### src/rtl/alu.sv
// Registered single-cycle ALU: parity, popcount and rotate of A_in.
// Alu_out is the only state; it clears asynchronously while rst_n is low.
module alu #(
  parameter int DATA_WIDTH = 256
) (
  input  logic                  clk,
  input  logic                  rst_n,
  input  logic [2:0]            opcode,
  input  logic [DATA_WIDTH-1:0] A_in,
  input  logic [DATA_WIDTH-1:0] B_in,
  output logic [DATA_WIDTH-1:0] Alu_out
);

  localparam int SHW  = $clog2(DATA_WIDTH);
  localparam int CNTW = SHW + 1;

  localparam logic [2:0] OP_PARITY = 3'b000;
  localparam logic [2:0] OP_ROTR   = 3'b001;
  localparam logic [2:0] OP_ROTL   = 3'b010;
  localparam logic [2:0] OP_POPCNT = 3'b011;

  logic [SHW-1:0]                amt_r;
  logic [SHW-1:0]                amt_l;
  logic [SHW-1:0]                amt_sel;
  logic [SHW:0][DATA_WIDTH-1:0]  rot_stage;
  logic [CNTW-1:0]               pop_cnt;
  logic                          parity;
  logic [DATA_WIDTH-1:0]         alu_d;
  logic [DATA_WIDTH-1:0]         alu_q;

  // Only the low log2 bits of B_in are looked at, so upper bits can be X freely.
  assign amt_r = B_in[SHW-1:0];
  // A left rotate by N is a right rotate by (DATA_WIDTH - N) mod DATA_WIDTH.
  assign amt_l   = -amt_r;
  assign amt_sel = (opcode == OP_ROTL) ? amt_l : amt_r;

  assign rot_stage[0] = A_in;

  genvar s;
  for (s = 0; s < SHW; s++) begin : g_rot
    localparam int K = 1 << s;
    assign rot_stage[s+1] = amt_sel[s]
                          ? {rot_stage[s][K-1:0], rot_stage[s][DATA_WIDTH-1:K]}
                          : rot_stage[s];
  end

  always_comb begin
    pop_cnt = '0;
    for (int i = 0; i < DATA_WIDTH; i++) begin
      pop_cnt = pop_cnt + CNTW'(A_in[i]);
    end
  end

  assign parity = ^A_in;

  always_comb begin
    alu_d = '0;
    case (opcode)
      OP_PARITY: alu_d[0]         = parity;
      OP_ROTR:   alu_d            = rot_stage[SHW];
      OP_ROTL:   alu_d            = rot_stage[SHW];
      OP_POPCNT: alu_d[CNTW-1:0]  = pop_cnt;
      default:   alu_d            = '0;
    endcase
  end

  always_ff @(posedge clk or negedge rst_n) begin
    if (!rst_n) begin
      alu_q <= '0;
    end else begin
      alu_q <= alu_d;
    end
  end

  assign Alu_out = alu_q;

endmodule

### config.mk
export PLATFORM = sky130hd
export DESIGN_NAME = alu
export DESIGN_NICKNAME = d
export VERILOG_FILES = /design/src/rtl/alu.sv
export SDC_FILE = /design/constraint.sdc
export NUM_CORES = 2
export LEC_CHECK = 0
export CORE_MARGIN = 2
export CORE_UTILIZATION = 39
export DETAILED_ROUTE_END_ITERATION = 12
export PLACE_DENSITY = 0.66
export REMOVE_ABC_BUFFERS = 1
export SETUP_SLACK_MARGIN = 0.2
export SLEW_MARGIN = 20
export SYNTH_ARGS = -nofsm -noshare
export SYNTH_HDL_FRONTEND = slang
export SYNTH_SLANG_ARGS = --single-unit
### constraint.sdc
create_clock -name clk -period 1.02 [get_ports clk]
set_input_delay 0.204 -clock clk [delete_from_list [all_inputs] [get_ports clk]]
set_output_delay 0.204 -clock clk [all_outputs]
set_load 0.005 [all_outputs]
==> run_results.csv <==
group,metric,value,unit
status,status,"finished with violations",
status,violations,"setup timing",
yosys,yosysWarnings,0,
critical_path,arrival,7780,ps
power,peakVddDrop,5070,uV
finish,stdcell_count,7037,
finish,drive_gt1_frac,0.5092,
clock_tree,clock_path_buffers,3,
critical_path,slowest_stage,"fa_2",
critical_path,crit_family,"adder cells",
finish,num-fill-cells,8397,
global_route,grt_pass1_wl,298700,um
sta,tns,-586870,ps
finish,area_growth,54.19,%
global_route,first_global_vias,41350,
sta,setup_viol,512,
sta,fin_hold_ws,26.91,ps
sta,fmax,137.4,MHz
drt,vias_per_cell,6.006,
yosys,synth_top_area_frac,0.1692,
drt,wl_per_cell,30.83,um
place,dp_hpwl,182200,um
floorplan,core,99860,um2
global_route,overflow,0,
drt,drt_pre_antenna_iters,8,
finish,largest_register_ffs,256,
clock_tree,cts_tree,"yes",
yosys,synth_area_leader_cell,"mux2i_1",
floorplan,die_x,320.9,um
yosys,synth_most_common_cell,"mux2i_1",
place,place.gp.congestion,1.120,
global_route,gr-usage-all-layers,0.4073,
clock_tree,cts_htree_levels,1,
clock_tree,cts_root_buf,"clkbuf_16",
sta,rsz0062_at_grt,"true",
floorplan,dieArea,103000,um2
drt,route.detailed.drc,0,
sta,finalHoldViolations,0,
global_route,grt_max_degree,101,
critical_path,crit_path_end_kind,"register",
critical_path,path_buf_inv,4,
floorplan,io_pins,773,
place,place_ws,-7510,ps
yosys,synth_area_leaders,"mux2i_1 17%, dfrtp_1 16%, mux4_2 16%",
sta,setup_ws,-6259,ps
clock_tree,clk_pin_slew_worst_paths,80,ps
clock_tree,cts_buffers,28,
place,place_inst,6783,
drt,routed_wl,216900,um
global_route,use_met3,0.1453,
global_route,use_met1,0.5330,
finish,multi_input_comb_area,33460,um2
global_route,use_met2,0.5970,
yosys,async_reset_ff_frac,1.000,
sta,slew_headroom,0.5663,
drt,drt_iter0_drc,5421,
power,p_leak,27.89,nW
power,powerDensity,2421,nW/um2
global_route,antenna_found_initial,26,
critical_path,worstPathRequired,1520,ps
place,port_buffers,524,
min_path,hp-class,"in -> async",
yosys,synth_ff_type,"dfrtp_1",
finish,seq_area,6409,um2
drt,routed-via-count,42260,
clock_tree,numClockSinks,256,
yosys,syn_area_per_cell,9.571,um2
floorplan,start_util,0.3923,
sta,fin_crit,7279,ps
yosys,synthDistinctLibCells,56,
yosys,syn_area,39170,um2
sta,maxSlewViolCount,0,
sta,period_share,7.136,
floorplan,row_count,116,
yosys,synthTopCellsByCount,"662 x mux2i_1, 510 x nor2_1, 399 x inv_1",
yosys,synth_edf_count,0,
critical_path,crit_path_start_kind,"primary input",
global_route,grt_busiest_layer,"met2",
finish,fin_nets,6507,
yosys,ys_ff_latch,256,
yosys,synthCells,4093,
critical_path,crit_fanout,2,
critical_path,path_class,"in -> reg",
yosys,synth-seq-area-share,0.1635,
sta,tightest_slew,643.8,ps
run,cap_violations,0,
critical_path,crit_path_max_incr_delay,600,ps
drt,drtAntennaViolNets,0,
floorplan,dieHeight,320.9,um
-- layout by cell type, fill, tap and decap left out, types with 46 or more instances in the layout --
cell,synthesis,final
a21oi_1,205,91
a21oi_2,0,101
buf_12,0,118
buf_2,105,281
buf_4,28,1134
buf_6,16,123
clkdlybuf4s50_1,0,131
dfrtp_1,256,254
dlygate4sd2_1,0,46
fa_1,242,211
inv_1,399,314
inv_2,0,80
mux2_2,172,142
mux2i_1,662,439
mux2i_2,0,123
mux2i_4,0,100
mux4_2,277,277
nand2_1,162,155
nor2_1,510,406
nor2_2,0,78
o21ai_0,124,112
o22ai_1,246,221
xnor2_1,218,211
-- layout make-up --
cell class / instances / area share
antenna: 12 / 0.0004972
clock buffer: 39 / 0.01330
clock inverter: 11 / 0.002051
inverter: 399 / 0.02517
multi-input combinational: 3113 / 0.5539
sequential: 256 / 0.1061
tap: 1298 / 0.02689
timing repair buffer: 1909 / 0.2721
-- report_power, final --
part | leakage [nW] | switching (mW) | internal (mW)
combinational | 24.0 | 65.6 | 58.4
sequential | 3.46 | 0.399 | 11.3
clock | 0.460 | 4.54 | 6.00
-- path summary, 6_finish.rpt --
path | from | endpoint | slack [ps] | depth (start not counted)
max | A_in[235] | Alu_out[6]$_DFF_PN0_ | -6260 | 25
min in group clk | opcode[1] | Alu_out[0]$_DFF_PN0_ | 70 | 4
min | rst_n | Alu_out[54]$_DFF_PN0_ | 30 | 2
max in group asynchronous | rst_n | Alu_out[159]$_DFF_PN0_ | 350 | 4
-- kinds of logic after synthesis --
logic type | count (synthesis) | share of synthesized area
adder cells (fa/ha/maj) | 283 | 0.1368
multiplexers | 1113 | 0.3784
buffers and inverters | 724 | 0.07848
AO/OA/AOI/OAI | 682 | 0.1016
AND/OR/NAND/NOR | 773 | 0.07953
XOR/XNOR | 262 | 0.06171
flip-flops | 256 | 0.1635
-- per-stage QoR --
| stage | power, mW | instance area [um2] | util |
|---|---|---|---|
| floorplan | 75.60 | 37600 | - |
| global placement | 114.1 | 54780 | 0.5486 |
| detailed placement | 114.8 | 54780 | 0.5486 |
| CTS | 136.8 | 58140 | 0.5823 |
| global route | 151.2 | 60380 | 0.6047 |
| finish | 146.2 | 60400 | 0.6049 |
-- what timing repair did --
item,4_1_cts,5_1_grt
gates cloned,9,0
hold buffers,2,0
pin swaps,349,256
hold endpoints to repair,257,0
setup endpoints to repair,512,512
buffers inserted,119,62
gates resized for setup,2005,468
-- metal layers --
| metal | vias to the layer above | share of wire |
|---|---|---|
| li1 | 17800 | - |
| met2 | 2790 | 0.42 |
| met5 | - | 0.00091 |
| met3 | 592 | 0.14 |
| met4 | 24 | 0.061 |
| met1 | 21050 | 0.38 |
Power figures use the tool's default switching activity.
